--- src/rtl/vx_dcache_arb_pkg.sv ---
// Shared types and helpers for the D$ request arbiter.
package vx_dcache_arb_pkg;

    typedef enum logic [0:0] {
        ArbIdle,
        ArbLocked
    } arb_state_e;

    // Number of client-index bits appended to the request tag.
    function automatic int sel_bits(input int n);
        return (n > 1) ? $clog2(n) : 0;
    endfunction

endpackage

--- src/rtl/vx_dcache_arb_rr.sv ---
// Round-robin priority search: first asserted request at or after rr_ptr_i, with wrap.
module vx_dcache_arb_rr #(
    parameter int NUM_REQS = 2,
    parameter int SEL_W    = 1
) (
    input  logic [NUM_REQS-1:0] req_i,
    input  logic [SEL_W-1:0]    rr_ptr_i,
    output logic [NUM_REQS-1:0] grant_onehot_o,
    output logic [SEL_W-1:0]    grant_idx_o,
    output logic                grant_valid_o
);

    int               idx;
    logic [SEL_W-1:0] pos;

    // Walk from the farthest candidate down so the closest hit to rr_ptr_i wins.
    always_comb begin
        grant_onehot_o = '0;
        grant_idx_o    = '0;
        grant_valid_o  = 1'b0;
        idx            = 0;
        pos            = '0;
        for (int k = NUM_REQS - 1; k >= 0; k--) begin
            idx = (int'(rr_ptr_i) + k) % NUM_REQS;
            pos = SEL_W'(idx);
            if (req_i[pos]) begin
                grant_onehot_o      = '0;
                grant_onehot_o[pos] = 1'b1;
                grant_idx_o         = pos;
                grant_valid_o       = 1'b1;
            end
        end
    end

endmodule

--- src/rtl/vx_dcache_arb.sv ---
// Shares one per-lane D$ request/response port between NUM_REQS clients; grant is held
// until every active lane of the granted request has been accepted.
module vx_dcache_arb
    import vx_dcache_arb_pkg::*;
#(
    parameter int NUM_REQS     = 2,
    parameter int NUM_LANES    = 4,
    parameter int ADDR_WIDTH   = 30,
    parameter int DATA_WIDTH   = 32,
    parameter int TAG_IN_WIDTH = 8
) (
    input  logic                                                         clk,
    input  logic                                                         reset,
    input  logic [NUM_REQS-1:0][NUM_LANES-1:0]                           req_valid_in,
    input  logic [NUM_REQS-1:0][NUM_LANES-1:0]                           req_rw_in,
    input  logic [NUM_REQS-1:0][NUM_LANES-1:0][ADDR_WIDTH-1:0]           req_addr_in,
    input  logic [NUM_REQS-1:0][NUM_LANES-1:0][DATA_WIDTH/8-1:0]         req_byteen_in,
    input  logic [NUM_REQS-1:0][NUM_LANES-1:0][DATA_WIDTH-1:0]           req_data_in,
    input  logic [NUM_REQS-1:0][NUM_LANES-1:0][TAG_IN_WIDTH-1:0]         req_tag_in,
    output logic [NUM_REQS-1:0][NUM_LANES-1:0]                           req_ready_in,
    output logic [NUM_LANES-1:0]                                         req_valid_out,
    output logic [NUM_LANES-1:0]                                         req_rw_out,
    output logic [NUM_LANES-1:0][ADDR_WIDTH-1:0]                         req_addr_out,
    output logic [NUM_LANES-1:0][DATA_WIDTH/8-1:0]                       req_byteen_out,
    output logic [NUM_LANES-1:0][DATA_WIDTH-1:0]                         req_data_out,
    output logic [NUM_LANES-1:0][TAG_IN_WIDTH+sel_bits(NUM_REQS)-1:0]    req_tag_out,
    input  logic [NUM_LANES-1:0]                                         req_ready_out,
    input  logic                                                         rsp_valid_in,
    input  logic [NUM_LANES-1:0]                                         rsp_tmask_in,
    input  logic [NUM_LANES-1:0][DATA_WIDTH-1:0]                         rsp_data_in,
    input  logic [TAG_IN_WIDTH+sel_bits(NUM_REQS)-1:0]                   rsp_tag_in,
    output logic                                                         rsp_ready_in,
    output logic [NUM_REQS-1:0]                                          rsp_valid_out,
    output logic [NUM_LANES-1:0]                                         rsp_tmask_out,
    output logic [NUM_LANES-1:0][DATA_WIDTH-1:0]                         rsp_data_out,
    output logic [TAG_IN_WIDTH-1:0]                                      rsp_tag_out,
    input  logic [NUM_REQS-1:0]                                          rsp_ready_out
);

    localparam int SelBits = sel_bits(NUM_REQS);
    localparam int TagOutW = TAG_IN_WIDTH + SelBits;

    always_comb begin
        rsp_tmask_out = reset ? '0 : rsp_tmask_in;
        rsp_data_out  = reset ? '0 : rsp_data_in;
    end

    if (NUM_REQS == 1) begin : g_pass

        always_comb begin
            req_valid_out   = reset ? '0 : req_valid_in[0];
            req_rw_out      = reset ? '0 : req_rw_in[0];
            req_addr_out    = reset ? '0 : req_addr_in[0];
            req_byteen_out  = reset ? '0 : req_byteen_in[0];
            req_data_out    = reset ? '0 : req_data_in[0];
            req_tag_out     = reset ? '0 : req_tag_in[0];
            req_ready_in[0] = reset ? '0 : req_ready_out;
            rsp_valid_out   = rsp_valid_in & ~reset;
            rsp_ready_in    = rsp_ready_out[0] & ~reset;
            rsp_tag_out     = reset ? '0 : rsp_tag_in;
        end

    end else begin : g_arb

        localparam logic [SelBits:0] NumReqsW = (SelBits + 1)'(NUM_REQS);

        arb_state_e           state_q, state_d;
        logic [SelBits-1:0]   rr_ptr_q, rr_ptr_d, lock_idx_q, lock_idx_d;
        logic [NUM_REQS-1:0]  active, arb_onehot, gnt_onehot;
        logic [SelBits-1:0]   arb_idx, gnt_idx, gnt_next, rsp_sel;
        logic                 arb_vld, gnt_vld, done, rsp_sel_ok;
        logic [NUM_LANES-1:0] fire;

        always_comb begin
            active = '0;
            for (int i = 0; i < NUM_REQS; i++) begin
                active[i] = |req_valid_in[i];
            end
        end

        vx_dcache_arb_rr #(
            .NUM_REQS (NUM_REQS),
            .SEL_W    (SelBits)
        ) u_rr (
            .req_i          (active),
            .rr_ptr_i       (rr_ptr_q),
            .grant_onehot_o (arb_onehot),
            .grant_idx_o    (arb_idx),
            .grant_valid_o  (arb_vld)
        );

        // While locked the owner is fixed; other clients are not even looked at.
        always_comb begin
            gnt_onehot = '0;
            if (state_q == ArbLocked) begin
                gnt_idx                = lock_idx_q;
                gnt_onehot[lock_idx_q] = 1'b1;
                gnt_vld                = 1'b1;
            end else begin
                gnt_idx    = arb_idx;
                gnt_onehot = arb_onehot;
                gnt_vld    = arb_vld;
            end
            if (reset) begin
                gnt_onehot = '0;
                gnt_vld    = 1'b0;
            end
        end

        always_comb begin
            req_valid_out  = '0;
            req_rw_out     = '0;
            req_addr_out   = '0;
            req_byteen_out = '0;
            req_data_out   = '0;
            req_tag_out    = '0;
            if (gnt_vld) begin
                req_valid_out  = req_valid_in[gnt_idx];
                req_rw_out     = req_rw_in[gnt_idx];
                req_addr_out   = req_addr_in[gnt_idx];
                req_byteen_out = req_byteen_in[gnt_idx];
                req_data_out   = req_data_in[gnt_idx];
                for (int l = 0; l < NUM_LANES; l++) begin
                    req_tag_out[l] = {req_tag_in[gnt_idx][l], gnt_idx};
                end
            end
            for (int i = 0; i < NUM_REQS; i++) begin
                req_ready_in[i] = gnt_onehot[i] ? req_ready_out : '0;
            end
        end

        always_comb begin
            fire       = req_valid_out & req_ready_out;
            done       = (req_valid_in[gnt_idx] & ~fire) == '0;
            gnt_next   = (gnt_idx == SelBits'(NUM_REQS - 1)) ? '0 : gnt_idx + SelBits'(1);
            state_d    = state_q;
            rr_ptr_d   = rr_ptr_q;
            lock_idx_d = lock_idx_q;
            if (gnt_vld) begin
                unique case (state_q)
                    ArbIdle: begin
                        if (done) begin
                            rr_ptr_d = gnt_next;
                        end else begin
                            state_d    = ArbLocked;
                            lock_idx_d = gnt_idx;
                        end
                    end
                    ArbLocked: begin
                        if (done) begin
                            state_d  = ArbIdle;
                            rr_ptr_d = gnt_next;
                        end
                    end
                    default: state_d = ArbIdle;
                endcase
            end
        end

        always_ff @(posedge clk) begin
            if (reset) begin
                state_q    <= ArbIdle;
                rr_ptr_q   <= '0;
                lock_idx_q <= '0;
            end else begin
                state_q    <= state_d;
                rr_ptr_q   <= rr_ptr_d;
                lock_idx_q <= lock_idx_d;
            end
        end

        // Out-of-range client index: drop the response by accepting it.
        always_comb begin
            rsp_sel       = rsp_tag_in[SelBits-1:0];
            rsp_sel_ok    = {1'b0, rsp_sel} < NumReqsW;
            rsp_valid_out = '0;
            rsp_ready_in  = 1'b0;
            rsp_tag_out   = '0;
            if (!reset) begin
                rsp_tag_out = rsp_tag_in[TagOutW-1:SelBits];
                if (rsp_sel_ok) begin
                    rsp_valid_out[rsp_sel] = rsp_valid_in;
                    rsp_ready_in           = rsp_ready_out[rsp_sel];
                end else begin
                    rsp_ready_in = 1'b1;
                end
            end
        end

        a_rsp_sel_legal: assert property (@(posedge clk) disable iff (reset)
            rsp_valid_in |-> rsp_sel_ok);

    end

endmodule

--- config.mk ---
export PLATFORM = sky130hd
export DESIGN_NAME = vx_dcache_arb
export DESIGN_NICKNAME = d
export VERILOG_FILES = /design/src/rtl/vx_dcache_arb_pkg.sv /design/src/rtl/vx_dcache_arb_rr.sv /design/src/rtl/vx_dcache_arb.sv
export SDC_FILE = /design/constraint.sdc
export NUM_CORES = 1
export LEC_CHECK = 0
export CORE_AREA = 2 2 470 472
export CTS_BUF_LIST = sky130_fd_sc_hd__clkbuf_16
export CTS_CLUSTER_SIZE = 28
export DETAILED_ROUTE_END_ITERATION = 10
export DIE_AREA = 0 0 472 474
export DONT_BUFFER_PORTS = 1
export SYNTH_ARGS = -nofsm -noshare
export SYNTH_HDL_FRONTEND = slang
export SYNTH_SLANG_ARGS = --single-unit
--- constraint.sdc ---
create_clock -name clk -period 5.9 [get_ports clk]
set_clock_uncertainty 0.05 [all_clocks]
set_input_delay 0.885 -clock clk [delete_from_list [all_inputs] [get_ports clk]]
set_output_delay 0.885 -clock clk [all_outputs]
set_load 0.02 [all_outputs]
======== Word level (Yosys, flattened, before mapping) ========
Index checks and enable logic that the tools add are counted.
operators by class
  $add $sub $neg .......................... 2
  magnitude comparators ................... 9
  mux-type cells .......................... 53
  bitwise gates (word level) .............. 6
  reductions and logical operators ........ 9
operators with widths
  cell                   count
  $mux W128              4
  $mux W120              3
  $mux W32               2
  $mux W16               3
  $mux W36               1
  $mux W4                9
  $mux W1                21
  $lt A1 B2 Y1 const B   5
  $mux W2                5
  $and A4 B4 Y4          2
  $mux W8                1
  $reduce_or A4 Y1       2
  $demux W1 S1           4
  $ge A1 B1 Y1 const B   4
  $logic_and A1 B1 Y1    4
  $logic_not A4 Y1       1
  $not A4 Y4             1
  $reduce_and A3 Y1      1
  $add A1 B1 Y1 const B  2
  $and A2 B2 Y2          1
  $not A1 Y1             2
  $reduce_and A2 Y1      1
storage, ports and cells
  register bits after elaboration ......... 3
  bits of input ports ..................... 758
  output and inout bits ................... 459
  logic and storage cells ................. 82

======== Longest topological paths before layout ========
  depth in word-level cells ............... 15
  depth in mapped cells ................... 8
  gate-level depth less buffers ........... 4

======== Hierarchy ========
Synthesis repeated with hierarchy kept, for this count alone.
second synthesis, totals
  cells, all modules ...................... 1231
  area, all modules ....................... 5639.2 sq um
modules (own cells, without submodules)
  module            instances  cells each  area each (sq um)  seq. area each (sq um)
  vx_dcache_arb     1          1226        5606.6             60.1
  vx_dcache_arb_rr  1          5           32.5               0.0

======== Worst setup path after synthesis ========
Ideal clock, no wire load.
  path kind ............................... in2out
  start point ............................. input req_valid_in[0] in the netlist's numbering
  end point ............................... output req_tag_out[18] in the netlist's numbering
  data arrival time ....................... 2.800 ns
  data required time ...................... 4.965 ns
  setup slack ............................. 2.165 ns
  cell stages on the path ................. 7
  buffers on the path ..................... 3
  path through ............................ or4_1 > buf_2 > a211oi_4 > buf_6 > nor2_1 > nor2_1 > buf_4
RTL lines
  what             RTL line             RTL
  start, declared  vx_dcache_arb.sv:14  input logic [NUM_REQS-1:0][NUM_LANES-1:0] req_valid_in,
  end, declared    vx_dcache_arb.sv:26  output logic [NUM_LANES-1:0][TAG_IN_WIDTH+sel_bits(NUM_REQS)-1:0] req_tag_out,

==> flow_metrics.env <==
export IMPL_setup_violations_final=0
export IMPL_antenna_found_initial=172
export IMPL_vias=11300
export IMPL_crit_path_end_kind="output pin"
export IMPL_r2r_start="g_arb.state_q$_SDFFE_PP0P_"
export IMPL_min_path_type="flop to flop"
export IMPL_synth_ff_type="dfxtp_1"
export IMPL_min_delay_start="g_arb.rr_ptr_q$_SDFFE_PP0P_"
export IMPL_cts_buffers_inserted=3
export IMPL_layout_drive_gt1_share_pct=8.75
export IMPL_yosys_warnings=0
export IMPL_ir_drop_v=0.000138
export IMPL_root_buffer="clkbuf_16"
export IMPL_gp_congestion=1.00
export IMPL_drc=0
export IMPL_avgSynthCellArea_um2=5.11
export IMPL_holdBufCountCts=0
export IMPL_clockBufferDepth=2
export IMPL_hpwlAfterDp_um=91200
export IMPL_clk_latency_ps=230
export IMPL_area_growth_pct=58.6
export IMPL_avgRoutedWirePerCell_um=25.4
export IMPL_io_buffers=0
export IMPL_slew_headroom_pct=25.0
export IMPL_io_pins=1217
export IMPL_core_um2=219000
export IMPL_crit_type="primary input to output pin"
export IMPL_worst_setup_path_start_kind="primary input"
export IMPL_fillCellCount=26100
export IMPL_grt_overflow=0
export IMPL_rrSetupSlack_ps=3900
export IMPL_synthCells=1293
export IMPL_drtIter0Drc=1167
export IMPL_yosysSeqAreaShare_pct=0.908
export IMPL_clk_pin_slew_ps=30
export IMPL_setup_tns_ps=0
export IMPL_worstPathRequired_ps=4970
export IMPL_synthDistinctLibCells=32
export IMPL_drv_cap=0
export IMPL_grt_usage_pct=8.51
export IMPL_grt_pass1_vias=9057
export IMPL_synth_nets=2051
export IMPL_period_share_pct=79.8
export IMPL_status="complete, no violations"
export IMPL_grt_max_degree=174
export IMPL_dr_pass1_iters=7
export IMPL_hold_viol=0
export IMPL_cts_sinks=3
export IMPL_die_w_um=472
export IMPL_cts_tree="yes"
export IMPL_die_h_um=474
export IMPL_power_density_nw_per_um2=129
export IMPL_rsz0062_at_grt="no"
export IMPL_via_per_inst=2.75
export IMPL_async_flop_share_pct=0
export IMPL_syn_area_um2=6610
export IMPL_cp_max_fo=110
export IMPL_cts_setup_buffers=0
export IMPL_timing_final_crit_period_ps=4710
export IMPL_routed_wl_um=105000
export IMPL_cts_resized=0
export IMPL_fin_area_um2=10500
export IMPL_fp_row_count=172
export IMPL_arrival_ps=3770
export IMPL_start_util_pct=3.02
export IMPL_worst_pin_slew_ps=1120
export IMPL_dieArea_um2=224000
export IMPL_htree_levels=1
export IMPL_holdPathStages=2
export IMPL_max_freq_mhz=212
export IMPL_ant_nets=0
export IMPL_fin_nets=1947
export IMPL_r2r_end="g_arb.rr_ptr_q$_SDFFE_PP0P_"
export IMPL_drv_slew=0
export IMPL_utilization_pct=4.79
export IMPL_power_leakage_nw=2.56
export IMPL_grt_pass1_wl_um=119000
export IMPL_min_to="g_arb.rr_ptr_q$_SDFFE_PP0P_"
export IMPL_reg2reg_depth=4
export IMPL_post_dp_cell_area_um2=10300
export IMPL_yosys_register_bits=3
export IMPL_synth_edf_count=0
[layer usage]
| metal | track usage (%) | share of wire [%] | up-vias |
|---|---|---|---|
| li1 | - | - | 4519 |
| met1 | 8.42 | 33 | 5062 |
| met2 | 13.4 | 43 | 1224 |
| met3 | 5.95 | 17 | 403 |
| met4 | 4.16 | 5.7 | 122 |
| met5 | 0 | 0.72 | - |
[cells in the final DEF (no fill, tap or decap), drive strengths merged]
cell / count
a21oi: 308
nand3: 305
o21ai: 304
nor2b: 146
buf: 81
diode: 60
nor3b: 6
nor2: 5
and2: 5
inv: 4
clkbuf: 3
dfxtp: 3
nor4: 3
nand2b: 2
a211oi: 2
or4: 1
a211o: 1
nand2: 1
a21o: 1
nor3: 1
o211ai: 1
and3b: 1
mux2i: 1
a2111oi: 1
a2111o: 1
o32ai: 1
[Yosys cell counts (all sizes together), types with 2 or more instances]
master / instances / area [µm²]
o21ai: 304 / 1520
clkbuf: 128 / 512
nand3: 305 / 1530
a211oi: 2 / 27.5
inv: 3 / 11.3
nor2b: 146 / 913
nor2: 5 / 18.8
nand2b: 2 / 12.5
dfxtp: 3 / 60.1
a21oi: 308 / 1540
nor4: 3 / 25.0
nor3b: 6 / 45.0
and2: 5 / 31.3
buf: 62 / 278
[cell type report]
class	instances	area, µm²	share of cell area (%)
inverters	3	11.3	0.107
well taps	2871	3590	34.3
flip-flops and latches	3	60.1	0.573
repair buffers	81	733	6.99
multi-input cells	1097	5860	55.9
diodes	60	150	1.43
clock buffers	3	75.1	0.716
clock inverters	1	3.75	0.0358
[critical path, stage by stage]
cell      delay (ps)
or4_1            660
a211oi_4         360
buf_4            360
buf_12           280
o21ai_0          330
a21oi_1          630
[power by group]
part,internal [W],switching (W),leakage [nW]
clock network,0.0000875,0.0000203,0.0427
logic,0.000273,0.000950,2.49
registers,0.0000224,0.00000364,0.0248
total,0.000383,0.000974,2.56
[metrics by stage]
step           std cells  total power, W  hold slack [ps]  worst slack (ps)
2_1_floorplan       1293        0.000880              413              2170
3_3_place_gp        4055         0.00127              434              1350
3_5_place_dp        4055         0.00127              436              1330
4_1_cts             4059         0.00138              449              1330
5_1_grt             4096         0.00144              496              1190
6_report            4119         0.00136              461              1190
[worst max path at each step]
stage / from / endpoint / slack [ps] / depth (start not counted)
6_report: req_valid_in[0] / req_data_out[54] / 1190 / 6
3_3_place_gp: req_valid_in[0] / req_data_out[54] / 1350 / 6
4_1_cts: req_valid_in[0] / req_data_out[54] / 1330 / 6
5_1_grt: req_valid_in[4] / req_data_out[10] / 1190 / 6
2_1_floorplan: req_valid_in[0] / req_tag_out[18] / 2170 / 7
3_5_place_dp: req_valid_in[0] / req_data_out[54] / 1330 / 6
[cell families (layout without fill, tap and decap cells)]
kind of cell    count (synthesis)  count (layout)  share of synthesized area, %
compound gates                620             620                          47.5
buf+inv                       193              88                          12.1
simple gates                  476             476                          39.3
flops                           3               3                         0.908
mux                             1               1                         0.151
other cells                     0              60                             0
[registers in the layout (all words and copies together) (netlist names)]
signal	cells
g_arb.rr_ptr_q	1
g_arb.lock_idx_q	1
g_arb.state_q	1
Power figures use the tool's default switching activity.
